[src/rtl/weight_bank_pkg.sv]
// Shared types and helpers for the weight_bank layer store.
package weight_bank_pkg;

    typedef enum logic [1:0] {
        IDLE   = 2'd0,
        UPDATE = 2'd1,
        DONE   = 2'd2
    } state_t;

    function automatic int flat_idx(input int i, input int j, input int n_out);
        return i * n_out + j;
    endfunction

    // Limits are returned wide and truncated by the user to W bits.
    function automatic logic [63:0] sat_max(input int w);
        return (64'd1 << (w - 1)) - 64'd1;
    endfunction

    function automatic logic [63:0] sat_min(input int w);
        return ~sat_max(w);
    endfunction

endpackage

[src/rtl/weight_bank_sat_add.sv]
// Combinational W-bit signed adder that clamps instead of wrapping.
module weight_bank_sat_add
    import weight_bank_pkg::*;
#(
    parameter int W = 16
) (
    input  logic [W-1:0] a,
    input  logic [W-1:0] b,
    output logic [W-1:0] y
);

    localparam logic [W-1:0] MAX_V = W'(sat_max(W));
    localparam logic [W-1:0] MIN_V = W'(sat_min(W));

    logic [W:0] sum_s;

    assign sum_s = {a[W-1], a} + {b[W-1], b};

    // Clamp when the two top bits of the W+1-bit sum disagree.
    always_comb begin
        y = sum_s[W-1:0];
        if (sum_s[W] != sum_s[W-1]) begin
            if (sum_s[W]) begin
                y = MIN_V;
            end else begin
                y = MAX_V;
            end
        end else begin
            y = sum_s[W-1:0];
        end
    end

endmodule

[src/rtl/weight_bank.sv]
// N_IN x N_OUT signed weight store with column-sequential saturating update.
// INIT_IMAGE holds the w3.mif contents; define WEIGHT_BANK_TARGET_EN for the target-network copy.
module weight_bank
    import weight_bank_pkg::*;
#(
    parameter int                        N_IN       = 5,
    parameter int                        N_OUT      = 4,
    parameter int                        W          = 16,
    parameter logic [3:0]                UPD_CTRL   = 4'b0011,
    parameter logic [N_IN*N_OUT*W-1:0]   INIT_IMAGE = {(N_IN*N_OUT){W'(16'h0100)}}
) (
    input  logic                      clk,
    input  logic                      rst,
    input  logic [3:0]                ctrl,
    input  logic [3:0]                step,
    input  logic [N_IN*N_OUT*W-1:0]   deltaw,
    output logic [N_IN*N_OUT*W-1:0]   w,
    output logic                      busy,
    output logic                      done
`ifdef WEIGHT_BANK_TARGET_EN
    ,
    input  logic                      sync_target,
    output logic [N_IN*N_OUT*W-1:0]   w_tgt
`endif
);

    localparam int             CW       = (N_OUT > 1) ? $clog2(N_OUT) : 1;
    localparam logic [CW-1:0]  COL_LAST = CW'(N_OUT - 1);

    state_t         state_r;
    state_t         state_nxt;
    logic [CW-1:0]  col_r;
    logic [CW-1:0]  col_nxt;
    logic           trig_s;
    logic           trig_q_r;
    logic           start_s;
    logic           busy_r;
    logic           done_r;

    logic [W-1:0]   w_r     [N_IN][N_OUT];
    logic [W-1:0]   init_s  [N_IN][N_OUT];
    logic [W-1:0]   delta_s [N_IN][N_OUT];
    logic [W-1:0]   sum_s   [N_IN];

`ifdef WEIGHT_BANK_TARGET_EN
    logic [W-1:0]   tgt_r   [N_IN][N_OUT];
    logic           pend_r;
`endif

    assign trig_s  = (step != 4'd0) && (ctrl == UPD_CTRL);
    assign start_s = trig_s && !trig_q_r && (state_r == IDLE);
    assign busy    = busy_r;
    assign done    = done_r;

    for (genvar gi = 0; gi < N_IN; gi++) begin : g_row
        for (genvar gj = 0; gj < N_OUT; gj++) begin : g_col
            assign init_s[gi][gj]  = INIT_IMAGE[flat_idx(gi, gj, N_OUT)*W +: W];
            assign delta_s[gi][gj] = deltaw[flat_idx(gi, gj, N_OUT)*W +: W];
            assign w[flat_idx(gi, gj, N_OUT)*W +: W] = w_r[gi][gj];
`ifdef WEIGHT_BANK_TARGET_EN
            assign w_tgt[flat_idx(gi, gj, N_OUT)*W +: W] = tgt_r[gi][gj];
`endif
        end

        weight_bank_sat_add #(
            .W (W)
        ) u_sat_add (
            .a (w_r[gi][col_r]),
            .b (delta_s[gi][col_r]),
            .y (sum_s[gi])
        );
    end

    // Next-state and column-pointer logic.
    always_comb begin
        state_nxt = state_r;
        col_nxt   = col_r;
        case (state_r)
            IDLE: begin
                if (start_s) begin
                    state_nxt = UPDATE;
                    col_nxt   = {CW{1'b0}};
                end else begin
                    state_nxt = IDLE;
                end
            end
            UPDATE: begin
                if (col_r == COL_LAST) begin
                    state_nxt = DONE;
                end else begin
                    col_nxt = col_r + CW'(1);
                end
            end
            DONE: begin
                state_nxt = IDLE;
                col_nxt   = {CW{1'b0}};
            end
            default: begin
                state_nxt = IDLE;
                col_nxt   = {CW{1'b0}};
            end
        endcase
    end

    // State, trigger history and registered handshake outputs.
    always_ff @(posedge clk) begin
        if (rst) begin
            state_r  <= IDLE;
            col_r    <= {CW{1'b0}};
            trig_q_r <= 1'b0;
            busy_r   <= 1'b0;
            done_r   <= 1'b0;
        end else begin
            state_r  <= state_nxt;
            col_r    <= col_nxt;
            trig_q_r <= trig_s;
            busy_r   <= (state_nxt == UPDATE);
            done_r   <= (state_nxt == DONE);
        end
    end

    // Weight array: reload on reset, otherwise commit one column per UPDATE cycle.
    always_ff @(posedge clk) begin
        if (rst) begin
            w_r <= init_s;
        end else if (state_r == UPDATE) begin
            for (int i = 0; i < N_IN; i++) begin
                w_r[i][col_r] <= sum_s[i];
            end
        end
    end

`ifdef WEIGHT_BANK_TARGET_EN
    // Target copy happens only from IDLE so it never captures a half-updated array.
    always_ff @(posedge clk) begin
        if (rst) begin
            tgt_r  <= init_s;
            pend_r <= 1'b0;
        end else if ((state_r == IDLE) && (sync_target || pend_r)) begin
            tgt_r  <= w_r;
            pend_r <= 1'b0;
        end else if (sync_target) begin
            pend_r <= 1'b1;
        end
    end
`endif

endmodule

[config.mk]
export PLATFORM = sky130hd
export DESIGN_NAME = weight_bank
export DESIGN_NICKNAME = d
export VERILOG_FILES = /design/src/rtl/weight_bank_pkg.sv /design/src/rtl/weight_bank_sat_add.sv /design/src/rtl/weight_bank.sv
export SDC_FILE = /design/constraint.sdc
export NUM_CORES = 1
export LEC_CHECK = 0
export CELL_PAD_IN_SITES_DETAIL_PLACEMENT = 2
export CELL_PAD_IN_SITES_GLOBAL_PLACEMENT = 2
export CORE_UTILIZATION = 29
export CTS_CLUSTER_SIZE = 20
export DETAILED_ROUTE_END_ITERATION = 7
export PLACE_DENSITY_LB_ADDON = 0.15
export SYNTH_ARGS = -nofsm -noshare
export SYNTH_HDL_FRONTEND = slang
export SYNTH_SLANG_ARGS = --single-unit
export TNS_END_PERCENT = 5
[constraint.sdc]
create_clock -name clk -period 6.85 [get_ports clk]
set_input_delay 0.685 -clock clk [delete_from_list [all_inputs] [get_ports clk]]
set_output_delay 0.685 -clock clk [all_outputs]
set_load 0.02 [all_outputs]
==> results.py, run 1 <==
metrics = {
    "power_and_ir_drop": {
        "combPwrFrac": 0.204,
        "p_leak_uw": 0.00943,
        "seqPwrFrac": 0.379,
        "clockPowerShare": 0.417,
        "p_int_uw": 3670,
        "ir_worst_vdd_mv": 0.139,
        "p_sw_uw": 1470,
        "pwr_density_cell_nw_per_um2": 187,
        "power_uw": 5140,
        "p_sw_frac": 0.285,
    },
    "route": {
        "drt-total-wl_um": 92000,
        "first_pass_iters": 5,
        "ant_nets": 0,
        "drt_iter0_markers": 821,
        "drc": 0,
        "dr_total_vias": 18680,
        "via_per_inst": 5.52,
        "wl_per_cell_um": 27.2,
    },
    "place": {
        "placedCellCount": 3319,
        "routabilityCongestion": 0.893,
        "dpl.hpwl_um": 69800,
        "portBuffers": 651,
    },
    "job": {
        "cap_violations": 0,
    },
    "hold_path": {
        "holdCritPathClass": "flop to flop",
        "whs_path_depth": 2,
    },
    "cells_and_area": {
        "seq_area_sq_um": 6550,
        "diodes": 0,
        "syn_to_final_growth_pct": 46.3,
        "multi_input_area_sq_um": 11600,
        "fin_cells": 3387,
        "final_common_cell": "clkdlybuf4s50_1",
        "drive_gt1_frac": 0.110,
        "nFillCells": 6614,
        "final_cell_mix": "clkdlybuf4s50_1, dfxtp_1, o21ai_0, nand2_1, nor2_1",
        "nets": 2934,
    },
    "yosys": {
        "yosysWarnings": 0,
        "synth-edff-count": 0,
        "syn-cell-area_sq_um": 18700,
        "synthArstFlopShare": 0,
        "netlist_instances": 1923,
        "seq_area_frac_synth": 0.349,
        "synthFlopType": "dfxtp_1",
        "syn_nets": 2342,
        "synthDistinctLibCells": 75,
        "syn_avg_cell_area_sq_um": 9.75,
        "ys_ff_latch": 327,
    },
    "setup_path": {
        "crit_top_cell": "o21ai_0",
        "required_ns": 7.30,
        "cp_num_cells": 13,
        "cp_cell_sequence": "buf_12, mux4_2, ha_1, inv_1, fa_1, nor2b_1, o21ai_0, a21oi_1, o21ai_0, a21boi_0, a2bb2oi_2, o21ai_1, o21ai_0",
        "crit_type": "flop to flop",
        "crit_path_end_kind": "flop",
        "max_stage_delay_ns": 0.89,
        "worstPathArrival_ns": 5.99,
        "crit_buf_inv": 2,
        "start_kind": "flop",
        "critical_path_peak_fanout": 37,
        "cp_slowest_cell": "a2bb2oi_2",
        "reg2reg_depth": 13,
        "cpLargestDelayFamily": "compound AO/OA/AOI/OAI gates",
    },
    "global_route": {
        "grt_antenna_before_repair": 2,
        "grt_max_degree": 81,
        "grt_pass1_vias": 20648,
        "grt_pass1_wl_um": 137000,
        "grt_use_total": 0.275,
        "overflow": 0,
    },
    "sta": {
        "fmax_mhz": 181,
        "worst_pin_slew_ns": 1.34,
        "hold_viol": 0,
        "relSlewSlack": 0.106,
        "finalClockSkew_ns": 0.0108,
        "setup_violations": 0,
        "period_minus_slack_ns": 5.54,
        "whs_ns": 0.477,
        "rsz0062_at_grt": "false",
        "finalCritPeriodShare": 0.809,
        "finalSetupTns_ns": 0,
        "slew_viol_final": 0,
    },
    "clock_network": {
        "cts_buffers": 40,
        "root_buffer": "clkbuf_16",
        "clock_latency_ns": 0.56,
        "post_cts_resized": 0,
        "htree_levels": 2,
        "cts_tree": "built",
        "post_cts_buffers": 0,
        "holdBufCountCts": 0,
        "cts.sinks": 327,
        "clk_pin_slew_ns": 0.06,
        "cts_max_path_buffers": 3,
    },
    "die": {
        "coreArea_sq_um": 63400,
        "die_y_um": 256,
        "die_w_um": 256,
        "rows": 92,
        "initial_core_util": 0.296,
        "dieArea_sq_um": 65700,
        "io_pins": 652,
    },
    "status": {
        "status": "complete, no violations",
    },
}
## state kept, by name, summed over array words and instances, names as in the netlist
name / flops
trig_q_r: 1
state_r: 2
done: 1
col_r: 2
busy: 1
w: 320
## through the flow
step                setup WS [ns]  cell area, sq um   util
floorplan                    2.38             18700      -
global placement             1.48             26100  0.412
detailed placement           1.34             26100  0.412
CTS                          1.33             27400  0.433
global route                0.831             27400  0.433
finish                       1.31             27400  0.433
## cells in the mapped netlist (4+ instances only)
cell type	count	area share
nand2_1	194	0.039
nand3b_1	24	0.0096
xor2_1	22	0.010
and3_1	6	0.0020
a21oi_1	117	0.031
inv_1	37	0.0074
a21o_1	23	0.0092
a31oi_1	11	0.0037
clkbuf_1	99	0.020
o21bai_1	4	0.0016
nand2b_1	16	0.0053
o21a_1	21	0.0084
ha_1	84	0.056
maj3_1	23	0.012
buf_1	19	0.0038
nand3_1	16	0.0043
buf_2	8	0.0021
nor3_1	14	0.0037
nand4_1	5	0.0017
nor4_1	4	0.0013
a211oi_1	117	0.047
nor3b_1	7	0.0028
a211o_1	4	0.0019
a21boi_0	6	0.0024
o211ai_1	12	0.0048
and2_1	12	0.0040
o21ai_1	16	0.0043
nor2b_1	15	0.0050
dfxtp_1	327	0.35
nor2_1	170	0.034
o21ai_0	203	0.054
xnor2_1	35	0.016
fa_1	5	0.0053
mux4_2	160	0.19
a311oi_1	11	0.0051
o31ai_1	8	0.0032
a22o_1	17	0.0079
## cell families (layout without fill, tap and decap cells)
kind of cell / Yosys count / in the layout / synth area share
AO/OA/AOI/OAI: 604 / 604 / 0.204
buffers and inverters: 164 / 782 / 0.0336
adder cells (fa/ha/maj): 115 / 115 / 0.0755
AND/OR/NAND/NOR: 491 / 491 / 0.116
multiplexers: 163 / 163 / 0.194
flip-flops: 327 / 327 / 0.349
XOR/XNOR: 59 / 59 / 0.0284
## tightest hold or removal path: stages, from the launching register on
cell	delay [ns]
dfxtp_1	0.34
nand2_1	0.05
o21ai_0	0.05
## worst paths after layout
check / startpoint / to / slack, ns
max: col_r[0]$_SDFFE_PP0P_ / w[226]$_SDFFE_PP0P_ / 1.31
min: w[102]$_SDFFE_PP0P_ / w[102]$_SDFFE_PP0P_ / 0.48
max reg2reg: col_r[0]$_SDFFE_PP0P_ / w[226]$_SDFFE_PP0P_ / 1.31
min reg2reg: w[102]$_SDFFE_PP0P_ / w[102]$_SDFFE_PP0P_ / 0.48
## layer usage
layer | vias up | share of wire | global-route usage
li1 | 8413 | - | -
met5 | - | 0.00014 | 0
met3 | 115 | 0.054 | 0.0582
met1 | 9646 | 0.41 | 0.329
met4 | 2 | 0.029 | 0.0830
met2 | 504 | 0.51 | 0.489
## layout make-up
cell class	instances	share of cell area
repair buffers	677	0.247
well taps	846	0.0386
multi-input cells	1432	0.424
inverters	37	0.00506
clock buffers	59	0.0439
flip-flops and latches	327	0.239
clock inverters	9	0.00347
## power by group through the flow
stage          Clock [uW]  Combinational, uW  Sequential (uW)
2_1_floorplan           0                560             2000
3_3_place_gp            0               1010             1990
3_5_place_dp            0               1040             1990
4_1_cts              2190               1050             1950
5_1_grt              2270               1120             1950
6_report             2140               1050             1940
Note: power is estimated with default switching activity, not from simulation.
==> inputs of run 2 (changes only) <==
Settings changed: CORE_UTILIZATION 29 to 27.
Clock period 6.85 ns to 5.6 ns, I/O delays scaled along.
==> run 2 against run 1 <==
  * Routed wire length is 0.37% lower
  * Die area increased by 7.3%
  * Sequential power grew 23%
  * Largest power group unchanged
==> results.py, run 2 (synthesized netlist as in run 1, its figures left out) <==
metrics = {
    "cells_and_area": {
        "drive_gt1_frac": 0.115,
        "syn_to_final_growth_pct": 47.7,
        "nFillCells": 7323,
        "largest_reg_flops": 320,
        "final_cell_mix": "clkdlybuf4s50_1, dfxtp_1, o21ai_0, nand2_1, nor2_1",
        "post-route-cell-area_sq_um": 27700,
        "diodes": 0,
        "multi_input_area_sq_um": 11600,
        "final_common_cell": "clkdlybuf4s50_1",
        "seq_area_sq_um": 6550,
        "nets": 2942,
    },
    "sta": {
        "fin_ws_ns": 0.756,
        "worst_pin_slew_ns": 1.23,
        "hold_viol": 0,
        "relSlewSlack": 0.178,
        "fmax_mhz": 206,
        "finalSetupTns_ns": 0,
        "setup_violations": 0,
        "finalClockSkew_ns": 0.0236,
        "period_minus_slack_ns": 4.84,
        "slew_viol_final": 0,
        "rsz0062_at_grt": "false",
        "finalCritPeriodShare": 0.865,
    },
    "setup_path": {
        "cp_cell_sequence": "buf_12, mux4_2, ha_1, inv_1, fa_1, nor2b_1, o2111ai_1, a31oi_1, o41ai_2, o2111ai_1, o21a_1, o21ai_1, o21ai_0",
        "cp_num_cells": 13,
        "crit_top_cell": "o2111ai_1",
        "cp_slowest_cell": "o21ai_1",
        "crit_type": "flop to flop",
        "crit_path_end_kind": "flop",
        "reg2reg_depth": 13,
        "worstPathArrival_ns": 5.25,
        "required_ns": 6.01,
        "regToRegSetupSlack_ns": 0.76,
        "critical_path_peak_fanout": 45,
        "cpLargestDelayFamily": "compound AO/OA/AOI/OAI gates",
        "max_stage_delay_ns": 0.78,
        "crit_buf_inv": 2,
        "start_kind": "flop",
    },
    "job": {
        "cap_violations": 0,
    },
    "power_and_ir_drop": {
        "seqPwrFrac": 0.366,
        "p_leak_uw": 0.00951,
        "pwr_density_cell_nw_per_um2": 234,
        "p_int_uw": 4620,
        "combPwrFrac": 0.198,
        "ir_worst_vdd_mv": 0.176,
        "p_sw_uw": 1860,
        "p_sw_frac": 0.287,
        "clockPowerShare": 0.436,
    },
    "route": {
        "first_pass_iters": 7,
        "wl_per_cell_um": 26.3,
        "dr_total_vias": 18544,
        "via_per_inst": 5.32,
        "ant_nets": 0,
        "drt_iter0_markers": 850,
        "drt-total-wl_um": 91700,
        "drc": 0,
    },
    "die": {
        "initial_core_util": 0.273,
        "die_w_um": 266,
        "dieArea_sq_um": 70500,
        "io_pins": 652,
        "rows": 96,
        "die_y_um": 266,
        "coreArea_sq_um": 68700,
    },
    "clock_network": {
        "clock_latency_ns": 0.58,
        "root_buffer": "clkbuf_16",
        "holdBufCountCts": 0,
        "cts_max_path_buffers": 3,
        "post_cts_buffers": 0,
        "clk_pin_slew_ns": 0.06,
        "cts_tree": "built",
        "htree_levels": 2,
        "post_cts_resized": 0,
        "cts_buffers": 41,
        "cts.sinks": 327,
    },
    "hold_path": {
        "whs_path_depth": 2,
        "holdCritPathClass": "flop to flop",
    },
    "global_route": {
        "grt_antenna_before_repair": 0,
        "met1_usage": 0.318,
        "grt_pass1_wl_um": 137000,
        "grt_use_met2": 0.459,
        "grt_util_met3": 0.0418,
        "grt_max_degree": 108,
        "grt_pass1_vias": 20607,
        "grt_use_total": 0.256,
        "grt_busiest_layer": "met2",
        "overflow": 0,
    },
    "place": {
        "dpl_worst_slack_ns": 0.723,
        "dpl.hpwl_um": 70000,
        "portBuffers": 651,
        "dpl_cell_area_sq_um": 26300,
        "routabilityCongestion": 0.882,
    },
    "status": {
        "status": "complete, no violations",
    },
}
[run 2: changes by cell type in the layout (fill, tap and decap cells not counted)]
| cell | before | now |
|---|---|---|
| buf_4 | 22 | 29 |
| clkbuf_8 | 11 | 5 |
| bufinv_16 | 2 | 5 |
| clkbuf_1 | 7 | 4 |
| clkinv_2 | 7 | 10 |
| clkinvlp_4 | 0 | 3 |
| clkbuf_16 | 41 | 43 |
| clkinv_4 | 0 | 1 |
| inv_4 | 0 | 1 |
| inv_6 | 0 | 1 |
| nand2_1 | 193 | 194 |
| nand2_2 | 1 | 0 |
[run 2: power by group through the flow]
| stage | Sequential [uW] | Combinational (uW) | Clock [uW] |
|---|---|---|---|
| 6_report | 2380 | 1280 | 2830 |
| 5_1_grt | 2380 | 1380 | 2980 |
| 4_1_cts | 2380 | 1290 | 2900 |
| 3_5_place_dp | 2430 | 1280 | 0 |
| 3_3_place_gp | 2430 | 1240 | 0 |
| 2_1_floorplan | 2440 | 684 | 0 |
[run 2: final timing paths]
kind                              end                  start
setup reg to reg   w[58]$_SDFFE_PP0P_  col_r[0]$_SDFFE_PP0P_
setup / recovery   w[58]$_SDFFE_PP0P_  col_r[0]$_SDFFE_PP0P_
hold / removal    w[235]$_SDFFE_PP0P_    w[235]$_SDFFE_PP0P_
hold reg to reg   w[235]$_SDFFE_PP0P_    w[235]$_SDFFE_PP0P_
[run 2: stage by stage]
stage                     std cells  utilization  hold WS [ns]  power, uW
after CTS                      3484        0.403         0.485       6560
final                          3484        0.403         0.485       6480
after global routing           3484        0.403         0.510       6740
after detailed placement       3411        0.383         0.474       3710
after floorplan                1923            -         0.473       3130
after global placement         3411        0.383         0.456       3670
[run 2: routing by layer]
metal / wire (um) / vias up / share of wire
met5: 0 / - / 0
met4: 2000 / 0 / 0.022
met3: 4320 / 95 / 0.047
met2: 46700 / 485 / 0.51
met1: 38700 / 9541 / 0.42
li1: - / 8423 / -
[run 2: worst register-to-register path: stages (launching register included)]
cell and delay (ns):
dfxtp_4 0.55, buf_12 0.35, mux4_2 0.63, ha_1 0.24, inv_1 0.09, fa_1 0.22
nor2b_1 0.08, o2111ai_1 0.23, a31oi_1 0.19, o41ai_2 0.41, o2111ai_1 0.19, o21a_1 0.49
o21ai_1 0.79, o21ai_0 0.22
[run 2: area by class of cell]
cell class                      instances  share of cell area
Sequential cell                       327               0.237
Inverter                               37             0.00501
Tap cell                              931              0.0421
Clock inverter                         21             0.00890
Multi-Input combinational cell       1432               0.419
Timing Repair Buffer                  684               0.246
Clock buffer                           52              0.0419
